$ cat config.mk
export PLATFORM = sky130hd
export DESIGN_NAME = cpu_writeback_arbiter
export DESIGN_NICKNAME = d
export VERILOG_FILES = /design/src/rtl/cpu_pkg.sv /design/src/rtl/cpu_rr_arbiter2.sv /design/src/rtl/cpu_writeback_arbiter.sv
export SDC_FILE = /design/constraint.sdc
export NUM_CORES = 1
export LEC_CHECK = 0
export ABC_AREA = 1
export BUFFER_PORTS_ARGS = -buffer_cell sky130_fd_sc_hd__buf_2
export CAP_MARGIN = 0
export CELL_PAD_IN_SITES_DETAIL_PLACEMENT = 1
export CELL_PAD_IN_SITES_GLOBAL_PLACEMENT = 2
export CORE_ASPECT_RATIO = 0.7
export CORE_UTILIZATION = 24
export DETAILED_ROUTE_END_ITERATION = 7
export GPL_ROUTABILITY_DRIVEN = 0
export PLACE_DENSITY_LB_ADDON = 0.1
export SLEW_MARGIN = 20
export SYNTH_ARGS = -nofsm -noshare
export SYNTH_HDL_FRONTEND = slang
export SYNTH_HIERARCHICAL = 1
export SYNTH_SLANG_ARGS = --single-unit
$ cat constraint.sdc
create_clock -name clk_i -period 2.4 [get_ports clk_i]
set_input_delay 0.48 -clock clk_i [delete_from_list [all_inputs] [get_ports clk_i]]
set_output_delay 0.48 -clock clk_i [all_outputs]
set_load 0.005 [all_outputs]
$ cat src/rtl/cpu_pkg.sv
// Shared CPU constants and types used by the writeback path and the register file.
package cpu_pkg;

    localparam int NUM_REGS = 16;
    localparam int IDX_W    = 4;
    localparam int WORD_W   = 32;

    // Requester positions inside the two-bit request/grant vectors.
    localparam int REQ_EX  = 0;
    localparam int REQ_MEM = 1;

    typedef enum logic {
        GRANT_EX  = 1'b0,
        GRANT_MEM = 1'b1
    } grant_t;

    function automatic logic [NUM_REGS-1:0] reg_onehot(input logic [IDX_W-1:0] idx);
        return NUM_REGS'(1) << idx;
    endfunction

endpackage

$ cat src/rtl/cpu_rr_arbiter2.sv
// Two-way round-robin arbiter; the requester not granted most recently wins a tie.
module cpu_rr_arbiter2
    import cpu_pkg::*;
(
    input  logic       clk_i,
    input  logic       rst_i,
    input  logic [1:0] req,
    input  logic       fire,
    output logic [1:0] gnt
);

    grant_t last_grant;

    always_comb begin
        gnt = 2'b00;
        case (req)
            2'b01:   gnt[REQ_EX]  = 1'b1;
            2'b10:   gnt[REQ_MEM] = 1'b1;
            2'b11: begin
                if (last_grant == GRANT_MEM) begin
                    gnt[REQ_EX] = 1'b1;
                end else begin
                    gnt[REQ_MEM] = 1'b1;
                end
            end
            default: gnt = 2'b00;
        endcase
    end

    // Reset to MEM so that EX wins the first tie.
    always_ff @(posedge clk_i or posedge rst_i) begin
        if (rst_i) begin
            last_grant <= GRANT_MEM;
        end else if (fire) begin
            last_grant <= gnt[REQ_EX] ? GRANT_EX : GRANT_MEM;
        end
    end

endmodule

$ cat src/rtl/cpu_writeback_arbiter.sv
// Shares the register-file write port between execute and memory results and
// tracks pending writes per register so decode can stall on RAW hazards.
module cpu_writeback_arbiter
    import cpu_pkg::*;
(
    input  logic                clk_i,
    input  logic                rst_i,
    input  logic                ex_valid_i,
    input  logic [IDX_W-1:0]    ex_index_i,
    input  logic [WORD_W-1:0]   ex_value_i,
    output logic                ex_ready_o,
    input  logic                mem_valid_i,
    input  logic [IDX_W-1:0]    mem_index_i,
    input  logic [WORD_W-1:0]   mem_value_i,
    output logic                mem_ready_o,
    input  logic                reserve_i,
    input  logic [IDX_W-1:0]    reserve_index_i,
    input  logic [IDX_W-1:0]    read_index1_i,
    input  logic [IDX_W-1:0]    read_index2_i,
    output logic                busy1_o,
    output logic                busy2_o,
    output logic [NUM_REGS-1:0] busy_o,
    output logic                write_enable_o,
    output logic [IDX_W-1:0]    reg_write_index_o,
    output logic [WORD_W-1:0]   value_o
);

    logic [1:0]          req;
    logic [1:0]          gnt;
    logic                fire;
    logic [IDX_W-1:0]    win_index;
    logic [WORD_W-1:0]   win_value;
    logic [NUM_REGS-1:0] busy_next;

    assign req = {mem_valid_i, ex_valid_i};

    cpu_rr_arbiter2 u_arb (
        .clk_i (clk_i),
        .rst_i (rst_i),
        .req   (req),
        .fire  (fire),
        .gnt   (gnt)
    );

    // Readies are forced low during reset so nothing is accepted and then dropped.
    assign ex_ready_o  = gnt[REQ_EX]  & ~rst_i;
    assign mem_ready_o = gnt[REQ_MEM] & ~rst_i;
    assign fire        = ex_ready_o | mem_ready_o;

    assign win_index = ex_ready_o ? ex_index_i : mem_index_i;
    assign win_value = ex_ready_o ? ex_value_i : mem_value_i;

    // Stage boundary: accepted result -> registered register-file write.
    always_ff @(posedge clk_i or posedge rst_i) begin
        if (rst_i) begin
            write_enable_o    <= 1'b0;
            reg_write_index_o <= '0;
            value_o           <= '0;
        end else begin
            write_enable_o <= fire;
            if (fire) begin
                reg_write_index_o <= win_index;
                value_o           <= win_value;
            end
        end
    end

    // Clear applied before set so a same-cycle reserve keeps the bit pending.
    always_comb begin
        busy_next = busy_o;
        if (write_enable_o) begin
            busy_next = busy_next & ~reg_onehot(reg_write_index_o);
        end
        if (reserve_i) begin
            busy_next = busy_next | reg_onehot(reserve_index_i);
        end
    end

    always_ff @(posedge clk_i or posedge rst_i) begin
        if (rst_i) begin
            busy_o <= '0;
        end else begin
            busy_o <= busy_next;
        end
    end

    assign busy1_o = busy_o[read_index1_i];
    assign busy2_o = busy_o[read_index2_i];

endmodule

==> results.py <==
metrics = {
    "layout": {
        "syn_to_final_growth_pct": 33.3,
        "layout_common_cells": "buf_2 (145), nand3_1 (69), o21ai_1 (56)",
        "layout_commonest_cell": "buf_2",
        "drive_gt1_share_pct": 32.1,
        "nets": 608,
        "diodes": 0,
        "fin_util_pct": 33.2,
        "stdcell_area_um2": 3920,
    },
    "die": {
        "rows": 33,
        "ios": 146,
        "coreArea_um2": 11800,
        "dieArea_um2": 12700,
        "dieWidth_um": 134,
        "die_h_um": 94.6,
        "initial_utilization_pct": 24.9,
    },
    "timing": {
        "hold_violations": 0,
        "period_share_pct": 86.8,
        "slew_viol_final": 0,
        "period_needed_ps": 2080,
        "slew_headroom_pct": 69.7,
        "finalClockSkew_ps": 14.4,
        "max_freq_mhz": 480,
        "finalHoldWorstSlack_ps": 195,
        "worstMarginPinSlew_ps": 454,
        "grt_setup_unrepaired": "false",
        "setup_viol": 0,
        "tns_ps": 0,
    },
    "job": {
        "cap_violations": 0,
    },
    "place": {
        "dpl_cell_area_um2": 3740,
        "post-dp-hpwl_um": 8200,
        "portBuffers": 145,
    },
    "synthesis": {
        "synth_seq_area_share_pct": 46.0,
        "netlist_instances": 381,
        "syn_area_um2": 2940,
        "syn-num-nets": 470,
        "yosysTopAreaCellShare_pct": 45.1,
        "ys_types": 21,
        "synth_area_leaders": "dfrtp_1 (45%), nand3_1 (12%), o21ai_1 (9.5%), o21ai_0 (7.2%), nand2_1 (6.5%)",
        "yosysWarnings": 6,
        "avgSynthCellArea_um2": 7.71,
        "yosysTopAreaCell": "dfrtp_1",
        "synth_seq_cells": 54,
    },
    "pwr": {
        "power_mw": 3.46,
        "power_density_nw_per_um2": 883,
        "power_leakage_nw": 2.00,
        "ir_drop_mv": 0.285,
    },
    "critical_path": {
        "cpPeakStageDelay_ps": 520,
        "critPathMaxFanout": 46,
        "worstSetupPathType": "reg2out",
        "crit_path_top_delay_cell": "dfstp_2",
        "critPathBufInv": 4,
        "cp_data_arrival_time_ps": 1600,
        "start_kind": "flop",
        "crit_required_ps": 1920,
        "crit_chain": "inv_1, nand2_1, nand2_1, inv_2, nand2_8, inv_6, buf_2",
        "cp-end-kind": "output port",
        "cp_common_cell": "nand2_1",
        "crit_family": "flip-flops",
    },
    "clock_tree": {
        "cts_tree": "yes",
        "cts_setup_buffers": 0,
        "cts.sinks": 54,
        "clk_latency_ps": 300,
        "hold_buffers": 0,
        "cts_max_level": 2,
        "cts_made_buffers": 5,
        "post_cts_resized": 0,
        "cts_buffer_depth": 2,
        "clkTransAtPathRegs_ps": 70,
        "root_buffer": "clkbuf_16",
    },
    "grt": {
        "antenna_found_initial": 0,
        "grt_pass1_vias": 3243,
        "grt_overflow": 0,
        "gr-usage-all-layers_pct": 17.6,
        "grt_pass1_wl_um": 17300,
        "grt_max_degree": 47,
    },
    "detailed_routing": {
        "vias": 3165,
        "wirelength_um": 10700,
        "firstDrtPassIters": 4,
        "drtIter0Drc": 153,
        "route.detailed.drc": 0,
        "viasPerCell": 4.68,
        "antenna_left": 0,
        "routedWlPerCell_um": 15.9,
    },
    "run_status": {
        "outcome": "finished clean",
    },
    "worst_hold_path": {
        "min_path_type": "in2async",
    },
}
[cell type report]
type | count | area [µm²]
clock buffer | 5 | 125
timing repair buffer | 150 | 763
inverter | 41 | 159
clock inverter | 3 | 47.5
sequential | 54 | 1350
multi-input combinational | 267 | 1270
tap | 157 | 196
fill | 1513 | 7890
[worst register-to-register path, delay by kind of cell, from the launching register on]
family	cells	cell delay, ps
compound gates	1	150
simple gates	4	440
buf+inv	4	650
flops	1	520
[synthesized netlist by cell type (all sizes together)]
| cell | number |
|---|---|
| buf | 18 |
| clkbuf | 1 |
| dfrtp | 53 |
| dfstp | 1 |
| inv | 41 |
| nand2 | 54 |
| nand3 | 70 |
| nor2 | 40 |
| o21ai | 98 |
| o22ai | 4 |
| or2 | 1 |
[sequential cells by signal (all words and copies together) (netlist names)]
name / flops
u_arb/last_grant: 1
value_o: 32
reg_write_index_o: 4
busy_o: 16
write_enable_o: 1
[path summary, 6_finish.rpt]
path | startpoint | cells after the start | endpoint | slack, ps
setup reg to reg | u_arb/last_grant | 9 | value_o[11] | 560
hold reg to reg | value_o[2] | 2 | value_o[2] | 520
min in group clk_i | ex_value_i[15] | 3 | value_o[15] | 400
hold / removal | rst_i | 2 | u_arb/last_grant | 190
max in group asynchronous | rst_i | 3 | value_o[11] | 1640
setup / recovery | u_arb/last_grant | 7 | ex_ready_o | 320
[layer usage]
metal  global-route usage, %  up-vias  wire length [µm]
met5                       0        -                 0
met3                    4.51        6               676
met4                    3.75        0                87
met2                    26.8       91              4550
li1                        -     1549                 -
met1                    25.0     1519              5420
[cells by family (layout without fill, tap and decap cells)]
family	after synthesis	after routing	synth area share, %
AND/OR/NAND/NOR	165	165	25.8
flip-flops	54	54	46.0
AO/OA/AOI/OAI	102	102	17.5
buffers and inverters	60	199	10.6
[where the power goes]
group	switching, mW	internal [mW]
Clock	0.354	0.499
Combinational	0.678	0.494
Sequential	0.242	1.19
Total	1.27	2.19
[per-stage QoR]
| step | cells | worst slack (ps) |
|---|---|---|
| after floorplan | 381 | 328 |
| after global placement | 669 | 550 |
| after detailed placement | 669 | 508 |
| after CTS | 677 | 278 |
| after global routing | 677 | 165 |
| final | 677 | 317 |
Power figures use the tool's default switching activity.
